$ cat src/rtl/shot_manager_if.sv
// Bundles the fire, frame, delete and shot-table signals between the ship,
// collision controller, renderer and the shot manager.
interface shot_manager_if #(
    parameter int MAX_SHOTS   = 10,
    parameter int ENTITY_SIZE = 34
);
    logic                             fire_valid;
    logic                             fire_ready;
    logic [9:0]                       fire_x;
    logic [9:0]                       fire_y;
    logic [2:0]                       fire_dir;
    logic                             frame_tick;
    logic                             delete_shot;
    logic [9:0]                       shot_address;
    logic [MAX_SHOTS*ENTITY_SIZE-1:0] shots;
    logic                             busy;
    logic                             fire_dropped;
    logic [3:0]                       active_count;

    modport master (
        output fire_valid, fire_x, fire_y, fire_dir, frame_tick,
               delete_shot, shot_address,
        input  fire_ready, shots, busy, fire_dropped, active_count
    );

    modport slave (
        input  fire_valid, fire_x, fire_y, fire_dir, frame_tick,
               delete_shot, shot_address,
        output fire_ready, shots, busy, fire_dropped, active_count
    );
endinterface

$ cat src/rtl/shot_manager.sv
// Player shot table: spawns shots on fire, moves and ages every active shot
// once per frame with a one-slot-per-cycle scan, and clears deleted slots.
module shot_manager #(
    parameter int MAX_SHOTS   = 10,
    parameter int ENTITY_SIZE = 34,
    parameter int SHOT_SPEED  = 4,
    parameter int SHOT_LIFE   = 60
) (
    input  logic           clk,
    input  logic           reset_n,
    shot_manager_if.slave  sif
);
    localparam int IDX_W = (MAX_SHOTS > 1) ? $clog2(MAX_SHOTS) : 1;
    localparam logic [9:0]       SPEED   = 10'(SHOT_SPEED);
    localparam logic [7:0]       LIFE    = 8'(SHOT_LIFE);
    localparam logic [IDX_W-1:0] LAST_IX = IDX_W'(MAX_SHOTS - 1);

    typedef enum logic {IDLE, SCAN} state_t;

    state_t                 state_q;
    logic [IDX_W-1:0]       idx_q;
    logic                   busy_q;

    logic [ENTITY_SIZE-1:0] slot_q [MAX_SHOTS];
    logic [ENTITY_SIZE-1:0] slot_d [MAX_SHOTS];
    logic                   fire_dropped_q, fire_dropped_d;
    logic [3:0]             active_count_q, active_count_d;

    logic                   fire_accept;
    logic                   free_found;
    logic [IDX_W-1:0]       free_idx;
    logic [ENTITY_SIZE-1:0] new_rec;

    function automatic logic [9:0] step_x(input logic [2:0] dir, input logic [9:0] x);
        case (dir)
            3'd1, 3'd2, 3'd3: return x + SPEED;
            3'd5, 3'd6, 3'd7: return x - SPEED;
            default:          return x;
        endcase
    endfunction

    function automatic logic [9:0] step_y(input logic [2:0] dir, input logic [9:0] y);
        case (dir)
            3'd3, 3'd4, 3'd5: return y + SPEED;
            3'd7, 3'd0, 3'd1: return y - SPEED;
            default:          return y;
        endcase
    endfunction

    // One frame of motion and ageing; a shot on its last frame retires instead.
    function automatic logic [ENTITY_SIZE-1:0] advance(input logic [ENTITY_SIZE-1:0] rec);
        logic [ENTITY_SIZE-1:0] r;
        r = rec;
        if (rec[33:26] == 8'd1) begin
            r = '0;
        end else begin
            r[33:26] = rec[33:26] - 8'd1;
            r[15:6]  = step_x(rec[3:1], rec[15:6]);
            r[25:16] = step_y(rec[3:1], rec[25:16]);
        end
        return r;
    endfunction

    always_ff @(posedge clk) begin
        if (!reset_n) begin
            state_q <= IDLE;
            idx_q   <= '0;
            busy_q  <= 1'b0;
        end else begin
            case (state_q)
                IDLE: begin
                    if (sif.frame_tick) begin
                        state_q <= SCAN;
                        idx_q   <= '0;
                        busy_q  <= 1'b1;
                    end
                end
                SCAN: begin
                    if (idx_q == LAST_IX) begin
                        state_q <= IDLE;
                        busy_q  <= 1'b0;
                    end else begin
                        idx_q <= idx_q + 1'b1;
                    end
                end
                default: begin
                    state_q <= IDLE;
                    busy_q  <= 1'b0;
                end
            endcase
        end
    end

    always_comb begin
        fire_accept = sif.fire_valid && (state_q == IDLE);
        free_found  = 1'b0;
        free_idx    = '0;
        for (int i = MAX_SHOTS - 1; i >= 0; i--) begin
            if (!slot_q[i][0]) begin
                free_found = 1'b1;
                free_idx   = IDX_W'(i);
            end
        end

        new_rec        = '0;
        new_rec[0]     = 1'b1;
        new_rec[3:1]   = sif.fire_dir;
        new_rec[15:6]  = sif.fire_x;
        new_rec[25:16] = sif.fire_y;
        new_rec[33:26] = LIFE;

        fire_dropped_d = fire_accept && !free_found;
        active_count_d = '0;
        // Later writes win: delete overrides the scan update, which overrides fire.
        for (int i = 0; i < MAX_SHOTS; i++) begin
            slot_d[i] = slot_q[i];
            if (fire_accept && free_found && (free_idx == IDX_W'(i)))
                slot_d[i] = new_rec;
            if ((state_q == SCAN) && (idx_q == IDX_W'(i)) && slot_q[i][0])
                slot_d[i] = advance(slot_q[i]);
            if (sif.delete_shot && (sif.shot_address == 10'(i)))
                slot_d[i] = '0;
            active_count_d = active_count_d + {3'b000, slot_d[i][0]};
        end
    end

    always_ff @(posedge clk) begin
        if (!reset_n) begin
            for (int i = 0; i < MAX_SHOTS; i++) slot_q[i] <= '0;
            fire_dropped_q <= 1'b0;
            active_count_q <= '0;
        end else begin
            slot_q         <= slot_d;
            fire_dropped_q <= fire_dropped_d;
            active_count_q <= active_count_d;
        end
    end

    assign sif.fire_ready   = (state_q == IDLE);
    assign sif.busy         = busy_q;
    assign sif.fire_dropped = fire_dropped_q;
    assign sif.active_count = active_count_q;

    for (genvar g = 0; g < MAX_SHOTS; g++) begin : g_pack
        assign sif.shots[g*ENTITY_SIZE +: ENTITY_SIZE] = slot_q[g];
    end
endmodule

$ cat src/flat_wrapper.sv
// flat-port wrapper written by rule: the top's interface ports become plain ports
module shot_manager_flat 
#(
    parameter int MAX_SHOTS   = 10,
    parameter int ENTITY_SIZE = 34,
    parameter int SHOT_SPEED  = 4,
    parameter int SHOT_LIFE   = 60
)
  (clk, reset_n, sif_fire_valid, sif_fire_x, sif_fire_y, sif_fire_dir, sif_frame_tick, sif_delete_shot, sif_shot_address, sif_fire_ready, sif_shots, sif_busy, sif_fire_dropped, sif_active_count);
  shot_manager_if #(.MAX_SHOTS(MAX_SHOTS), .ENTITY_SIZE(ENTITY_SIZE)) sif_i ();
  input  logic clk;
  input  logic reset_n;
  input wire logic [$bits(sif_i.fire_valid)-1:0] sif_fire_valid;
  input wire logic [$bits(sif_i.fire_x)-1:0] sif_fire_x;
  input wire logic [$bits(sif_i.fire_y)-1:0] sif_fire_y;
  input wire logic [$bits(sif_i.fire_dir)-1:0] sif_fire_dir;
  input wire logic [$bits(sif_i.frame_tick)-1:0] sif_frame_tick;
  input wire logic [$bits(sif_i.delete_shot)-1:0] sif_delete_shot;
  input wire logic [$bits(sif_i.shot_address)-1:0] sif_shot_address;
  output wire logic [$bits(sif_i.fire_ready)-1:0] sif_fire_ready;
  output wire logic [$bits(sif_i.shots)-1:0] sif_shots;
  output wire logic [$bits(sif_i.busy)-1:0] sif_busy;
  output wire logic [$bits(sif_i.fire_dropped)-1:0] sif_fire_dropped;
  output wire logic [$bits(sif_i.active_count)-1:0] sif_active_count;
  assign sif_i.fire_valid = sif_fire_valid;
  assign sif_i.fire_x = sif_fire_x;
  assign sif_i.fire_y = sif_fire_y;
  assign sif_i.fire_dir = sif_fire_dir;
  assign sif_i.frame_tick = sif_frame_tick;
  assign sif_i.delete_shot = sif_delete_shot;
  assign sif_i.shot_address = sif_shot_address;
  assign sif_fire_ready = sif_i.fire_ready;
  assign sif_shots = sif_i.shots;
  assign sif_busy = sif_i.busy;
  assign sif_fire_dropped = sif_i.fire_dropped;
  assign sif_active_count = sif_i.active_count;
  shot_manager #(.MAX_SHOTS(MAX_SHOTS), .ENTITY_SIZE(ENTITY_SIZE), .SHOT_SPEED(SHOT_SPEED), .SHOT_LIFE(SHOT_LIFE)) u_core (.clk(clk), .reset_n(reset_n), .sif(sif_i));
endmodule
$ cat config.mk
export PLATFORM = sky130hd
export DESIGN_NAME = shot_manager_flat
export DESIGN_NICKNAME = d
export VERILOG_FILES = /design/src/rtl/shot_manager_if.sv /design/src/rtl/shot_manager.sv /design/src/flat_wrapper.sv
export SDC_FILE = /design/constraint.sdc
export NUM_CORES = 1
export LEC_CHECK = 0
export CORE_ASPECT_RATIO = 1.75
export CORE_MARGIN = 1.5
export CORE_UTILIZATION = 55
export CTS_CLUSTER_DIAMETER = 40
export DETAILED_ROUTE_END_ITERATION = 8
export GPL_ROUTABILITY_DRIVEN = 0
export PLACE_DENSITY = 0.83
export SETUP_SLACK_MARGIN = 0.3
export SYNTH_ARGS = -nofsm -noshare
export SYNTH_HDL_FRONTEND = slang
export SYNTH_SLANG_ARGS = --single-unit
$ cat constraint.sdc
create_clock -name clk -period 7.3 [get_ports clk]
set_input_delay 1.095 -clock clk [delete_from_list [all_inputs] [get_ports clk]]
set_output_delay 1.095 -clock clk [all_outputs]
set_load 0.05 [all_outputs]
==> impl_metrics.env, run 1 <==
export IMPL_status="completed"
export IMPL_switching_share_pct=28.37
export IMPL_multi_input_area_um2=13170
export IMPL_grt_max_degree=34
export IMPL_tightest_slew_ns=1.420
export IMPL_post_cts_repair_setup_buffers=0
export IMPL_antenna_found_initial=5
export IMPL_power_frac_comb_pct=11.3
export IMPL_clockRootBuffer="clkbuf_16"
export IMPL_ir_drop_uv=169.7
export IMPL_grt_pass1_vias=21730
export IMPL_most_common_layout_cells="364 x clkdlybuf4s50_1, 333 x nor2_1, 331 x dfxtp_1, 198 x a21oi_1, 197 x o21ai_0"
export IMPL_worstPathRequired_ns=7.79
export IMPL_path_clk_slew_ns=0.06
export IMPL_r2r_setup_slack_ns=2.37
export IMPL_hold_end="u_core.sif.shots[142]$_SDFFE_PP0P_"
export IMPL_dp_hpwl_um=54990
export IMPL_drc_errors=0
export IMPL_hp_start="u_core.sif.shots[142]$_SDFFE_PP0P_"
export IMPL_io_buffers=364
export IMPL_switchingPower_mw=1.287
export IMPL_synthArstFlopShare_pct=0
export IMPL_cts_tree="built"
export IMPL_skew_ns=0.01762
export IMPL_drt_vias_per_instance=6.530
export IMPL_tns_ns=0
export IMPL_drive_gt1_share_pct=5.438
export IMPL_wl_um=78750
export IMPL_pin_count=385
export IMPL_drtAntennaViolNets=0
export IMPL_period_needed_ns=5.520
export IMPL_die_area_um2=39400
export IMPL_grt_overflow=0
export IMPL_hold_viol_final=0
export IMPL_cts_buffer_depth=3
export IMPL_r2r_end="u_core.sif.active_count[1]$_SDFF_PN0_"
export IMPL_worst_setup_path_type="input pin to register"
export IMPL_fmax_mhz=181.2
export IMPL_yosys_cell_types_count=93
export IMPL_hold_class="register to register"
export IMPL_reg2reg_from="u_core.sif.shots[272]$_SDFF_PN0_"
export IMPL_dr_pass1_iters=9
export IMPL_p_int_mw=3.250
export IMPL_worst_path_max_fanout=8
export IMPL_syn_inst=2597
export IMPL_start_kind="input pin"
export IMPL_syn_area_um2=20990
export IMPL_ys_ff_latch=331
export IMPL_final_common_cell="clkdlybuf4s50_1"
export IMPL_maxSlewViolCount=0
export IMPL_htreeDepth=2
export IMPL_drv_cap=0
export IMPL_dpl_worst_slack_ns=1.348
export IMPL_rows=94
export IMPL_yosysSeqAreaShare_pct=31.57
export IMPL_cp_end_kind="register"
export IMPL_syn_avg_cell_area_um2=8.083
export IMPL_hold_depth=1
export IMPL_yosys_most_used_dff="dfxtp_1"
export IMPL_critPathArrivalTime_ns=6.01
export IMPL_regArea_um2=6626
export IMPL_p_per_area_nw_per_um2=173.3
export IMPL_core_area_um2=37640
export IMPL_period_share_pct=75.61
export IMPL_rsz0062_at_grt="false"
export IMPL_routedWlPerCell_um=23.13
export IMPL_die_h_um=261.4
export IMPL_drt_iter0_drc=1893
export IMPL_pwr_share_seq_pct=41.1
export IMPL_fin_ws_ns=1.780
export IMPL_reg2regPathDepth=16
export IMPL_cts_buffers=41
export IMPL_vias=22234
export IMPL_relSlewSlack_pct=5.023
export IMPL_fin_nets=3105
export IMPL_grt_usage_pct=39.01
export IMPL_finalSetupViolCount=0
export IMPL_cts_sinks=331
export IMPL_hold_buffers=0
export IMPL_insertion_delay_ns=0.56
export IMPL_power_share_clock_pct=47.5
export IMPL_grt_pass1_wl_um=118700
export IMPL_fill_cells=3006
export IMPL_initial_core_util_pct=55.78
export IMPL_die_w_um=150.7
export IMPL_yosys_warnings=0
export IMPL_cts_resized=0
export IMPL_synth_edf_count=0
export IMPL_p_leak_nw=9.787
export IMPL_syn_to_final_growth_pct=24.75
[per-stage QoR]
step                      power, mW  hold WS [ns]  utilization, %  cell area, um2  cells
after global placement        2.389        0.4634           65.78           24760   3329
final                         4.538        0.4813           69.58           26190   3405
after CTS                     4.529        0.4820           69.57           26190   3404
after detailed placement      2.402        0.4637           65.78           24760   3329
after floorplan               2.234        0.5242               -           21060   2616
after global routing          4.639        0.4955           69.57           26190   3404
[area by class of cell]
| class | instances | area share [%] |
|---|---|---|
| well taps | 480 | 2.293 |
| flip-flops and latches | 331 | 25.30 |
| clock buffers | 50 | 4.439 |
| multi-input cells | 1986 | 50.29 |
| diodes | 1 | 0.009556 |
| clock inverters | 25 | 1.013 |
| repair buffers | 387 | 14.57 |
| inverters | 145 | 2.078 |
[cell usage after synthesis, drive strengths merged, types with 17 or more instances]
cell type | count | area [um2]
a22o | 28 | 245.2
a32oi | 26 | 227.7
ha | 149 | 1864
o21bai | 17 | 127.6
xor2 | 42 | 367.9
nand2b | 57 | 356.6
fa | 26 | 520.5
o31ai | 22 | 165.2
a21oi | 201 | 1017
dfxtp | 331 | 6626
nand2 | 123 | 464.2
nand3 | 58 | 295.3
buf | 68 | 414.2
o21ai | 206 | 1046
xnor2 | 52 | 455.4
clkbuf | 86 | 332.8
nor2 | 336 | 1269
a22oi | 114 | 865.8
inv | 145 | 544.3
a31oi | 46 | 315.3
nor3 | 77 | 425.4
a211oi | 143 | 1099
[power groups by stage]
| stage | sequential (mW) | combinational, mW | clock [mW] |
|---|---|---|---|
| finish | 1.87 | 0.514 | 2.16 |
| global route | 1.87 | 0.540 | 2.23 |
| CTS | 1.87 | 0.502 | 2.16 |
| detailed placement | 1.91 | 0.496 | 0 |
| global placement | 1.90 | 0.485 | 0 |
| floorplan | 1.98 | 0.251 | 0 |
[layer usage]
layer  track usage, %  vias to the layer above  wire length, um  part of all wire (%)
met5                0                        -               32                 0.041
met4            35.38                        6             8492                    11
met3            10.71                      453             8034                    10
met2            63.90                     1268            36210                    46
met1            40.28                    10413            25980                    33
li1                 -                    10094                -                     -
[cell families after synthesis]
group | synth area share, %
adders and majority gates | 11.36
DFF | 31.57
muxes | 0.1967
other | 0.01786
buffers and inverters | 6.151
and+or+nand+nor | 17.81
AOI/OAI and AO/OA | 28.97
xor gates and xnor gates | 3.922
[state kept, by name, indices dropped and copies added, names as in the netlist]
signal,cells
u_core.sif.shots,320
u_core.state_q,1
u_core.sif.busy,1
u_core.sif.fire_dropped,1
u_core.idx_q,4
u_core.sif.active_count,4
[critical path: stages]
cell and delay [ns]:
clkdlybuf4s50_1 0.44, nor4b_1 0.85, nand2b_1 0.42, nor2_1 0.27, nor2_1 0.09, ha_1 0.29, inv_1 0.07, fa_1 0.44
fa_1 0.51, inv_1 0.05, fa_1 0.46, fa_1 0.40, inv_1 0.10, fa_1 0.40, nor2_1 0.12
[worst max path at each step]
| stage | startpoint | cells past startpoint | to |
|---|---|---|---|
| global placement | sif_shot_address[2] | 16 | u_core.sif.active_count[2]$_SDFF_PN0_ |
| global route | sif_shot_address[9] | 15 | u_core.sif.active_count[1]$_SDFF_PN0_ |
| floorplan | sif_fire_valid | 15 | u_core.sif.active_count[1]$_SDFF_PN0_ |
| detailed placement | sif_shot_address[2] | 15 | u_core.sif.active_count[1]$_SDFF_PN0_ |
| CTS | sif_shot_address[2] | 15 | u_core.sif.active_count[1]$_SDFF_PN0_ |
| finish | sif_shot_address[2] | 15 | u_core.sif.active_count[1]$_SDFF_PN0_ |
(Power assumes the default switching activity.)
==> run 2, diff against run 1 <==
--- a/config.mk
+++ b/config.mk
@@ -7,11 +7,11 @@
 export LEC_CHECK = 0
 export CORE_ASPECT_RATIO = 1.75
 export CORE_MARGIN = 1.5
-export CORE_UTILIZATION = 55
+export CORE_UTILIZATION = 49
 export CTS_CLUSTER_DIAMETER = 40
 export DETAILED_ROUTE_END_ITERATION = 8
 export GPL_ROUTABILITY_DRIVEN = 0
-export PLACE_DENSITY = 0.83
+export PLACE_DENSITY = 0.78
 export SETUP_SLACK_MARGIN = 0.3
 export SYNTH_ARGS = -nofsm -noshare
 export SYNTH_HDL_FRONTEND = slang
==> constraint.sdc (replaced) <==
create_clock -name clk -period 4.64 [get_ports clk]
set_input_delay 0.696 -clock clk [delete_from_list [all_inputs] [get_ports clk]]
set_output_delay 0.696 -clock clk [all_outputs]
set_load 0.05 [all_outputs]
==> run 2 against run 1 <==
Clock power increased by 64%. Final area increased by 2.4%. Core utilization decreased by 6.4 points. Sequential share of layout area decreased by 0.55 points. Clock skew increased by 0.0079 ns. Sequential power increased by 57%. Count of clock-buffer cells in the layout increased by 1. Global-route usage decreased by 4.6 points. Hold slack improved by 0.00095 ns. Wire length about the same. Via count decreased by 0.13%. Critical endpoint is now u_core.sif.active_count[2]$_SDFF_PN0_.
==> impl_metrics.env, run 2 (synthesis results as in run 1) <==
export IMPL_status="completed"
export IMPL_drt_vias_per_instance=6.282
export IMPL_start_kind="register"
export IMPL_grt_usage_pct=34.40
export IMPL_relSlewSlack_pct=12.94
export IMPL_antenna_found_initial=3
export IMPL_r2r_end="u_core.sif.active_count[2]$_SDFF_PN0_"
export IMPL_largest_register_ffs=320
export IMPL_dr_pass1_iters=6
export IMPL_htreeDepth=2
export IMPL_vias=22206
export IMPL_io_buffers=364
export IMPL_drc_errors=0
export IMPL_fmax_mhz=233.1
export IMPL_path_clk_slew_ns=0.06
export IMPL_pin_count=385
export IMPL_hp_start="u_core.sif.shots[313]$_SDFFE_PP0P_"
export IMPL_r2r_setup_slack_ns=0.35
export IMPL_hold_depth=2
export IMPL_drt_iter0_drc=1755
export IMPL_syn_to_final_growth_pct=27.74
export IMPL_cp_cell_sequence="or4_4 -> nor4b_4 -> a21oi_2 -> ha_1 -> inv_1 -> fa_1 -> fa_1 -> inv_1 -> fa_1 -> fa_2 -> inv_2 -> fa_1 -> xor2_1 -> nor2_1"
export IMPL_cp_end_kind="register"
export IMPL_rsz0062_at_grt="true"
export IMPL_final_cell_count_no_fill=3535
export IMPL_drive_gt1_share_pct=7.633
export IMPL_slowest_stage="or4_4"
export IMPL_cts_buffer_depth=3
export IMPL_critPathMaxStageDelay_ns=0.56
export IMPL_worst_path_max_fanout=6
export IMPL_dpl_worst_slack_ns=-0.2912
export IMPL_grt_pass1_vias=21458
export IMPL_final_core_util_pct=63.22
export IMPL_dpl_cell_area_um2=25210
export IMPL_period_share_pct=92.45
export IMPL_dp_cells=3450
export IMPL_fin_nets=3154
export IMPL_die_h_um=276.8
export IMPL_finalSetupViolCount=0
export IMPL_antenna_cells=0
export IMPL_most_common_layout_cells="360 x clkdlybuf4s50_1, 332 x nor2_1, 322 x dfxtp_1, 197 x o21ai_0, 197 x a21oi_1"
export IMPL_core_area_um2=42420
export IMPL_skew_ns=0.02556
export IMPL_grt_pass1_wl_um=119800
export IMPL_critPathArrivalTime_ns=4.71
export IMPL_cts_sinks=331
export IMPL_reg2regPathDepth=14
export IMPL_p_per_area_nw_per_um2=272.8
export IMPL_die_w_um=159.5
export IMPL_cts_tree="built"
export IMPL_final_common_cell="clkdlybuf4s50_1"
export IMPL_maxSlewViolCount=0
export IMPL_worst_setup_path_type="register to register"
export IMPL_finish_instance_area_um2=26820
export IMPL_fin_ws_ns=0.3501
export IMPL_worstPathRequired_ns=5.06
export IMPL_clockRootBuffer="clkbuf_16"
export IMPL_dp_hpwl_um=57200
export IMPL_tns_ns=0
export IMPL_hold_buffers=0
export IMPL_tightest_slew_ns=1.302
export IMPL_initial_core_util_pct=49.49
export IMPL_hold_end="u_core.sif.shots[313]$_SDFFE_PP0P_"
export IMPL_period_needed_ns=4.290
export IMPL_wl_um=78740
export IMPL_hold_viol_final=0
export IMPL_routedWlPerCell_um=22.28
export IMPL_drtAntennaViolNets=0
export IMPL_reg2reg_from="u_core.sif.shots[64]$_SDFFE_PP0P_"
export IMPL_rows=100
export IMPL_p_leak_nw=10.06
export IMPL_die_area_um2=44140
export IMPL_ir_drop_uv=318.3
export IMPL_drv_cap=0
export IMPL_grt_overflow=0
export IMPL_hold_class="register to register"
export IMPL_grt_max_degree=33
export IMPL_crit_top_cell="fa_1"
export IMPL_cts_buffers=43
export IMPL_insertion_delay_ns=0.56
run 2: worst max path at each step:
stage,start,to,depth (start not counted)
floorplan,u_core.sif.shots[272]$_SDFF_PN0_,u_core.sif.active_count[1]$_SDFF_PN0_,14
global placement,sif_shot_address[5],u_core.sif.active_count[1]$_SDFF_PN0_,16
detailed placement,sif_shot_address[5],u_core.sif.active_count[2]$_SDFF_PN0_,17
CTS,u_core.sif.shots[66]$_SDFFE_PP0P_,u_core.sif.active_count[2]$_SDFF_PN0_,14
global route,u_core.sif.shots[64]$_SDFFE_PP0P_,u_core.sif.active_count[2]$_SDFF_PN0_,14
finish,u_core.sif.shots[64]$_SDFFE_PP0P_,u_core.sif.active_count[2]$_SDFF_PN0_,14
run 2: power breakdown:
| group | leakage, nW | internal (mW) | total (mW) | switching, mW |
|---|---|---|---|---|
| clock | 0.727 | 2.13 | 3.55 | 1.42 |
| combinational | 6.65 | 0.256 | 0.833 | 0.577 |
| sequential | 2.68 | 2.88 | 2.94 | 0.0512 |
run 2: repair_timing:
item	in CTS	in global routing
pin swaps	6	8
resized for setup	7	9
gates cloned	0	0
setup endpoints to repair	2	2
buffers inserted	3	4
run 2: worst max-delay path, delay by kind of cell, from the launching register on:
family / cells / cell delay (ns)
flops: 1 / 0.34
simple gates: 3 / 1.01
fa+ha+maj: 6 / 2.43
buf+inv: 3 / 0.14
xor+xnor: 1 / 0.13
compound gates: 1 / 0.12
run 2: cell type report:
class	instances	area, um2
well taps	561	701.9
clock inverters	27	330.3
clock buffers	51	1179
multi-input cells	1986	13250
fillers	3559	15600
inverters	145	544.3
flip-flops and latches	331	6638
repair buffers	434	4172
run 2: metrics by stage:
stage / total power, mW / hold WS, ns
detailed placement: 3.801 / 0.4690
finish: 7.316 / 0.4822
floorplan: 3.515 / 0.5242
global placement: 3.780 / 0.4613
CTS: 7.323 / 0.4828
global route: 7.504 / 0.5059
run 2: metal layers:
layer	vias up	routed length [um]	global-route usage [%]
met5	-	23	0
met4	4	8297	31.25
met3	423	6300	6.859
met2	1110	37280	58.25
met1	10471	26840	35.81
li1	10198	-	-
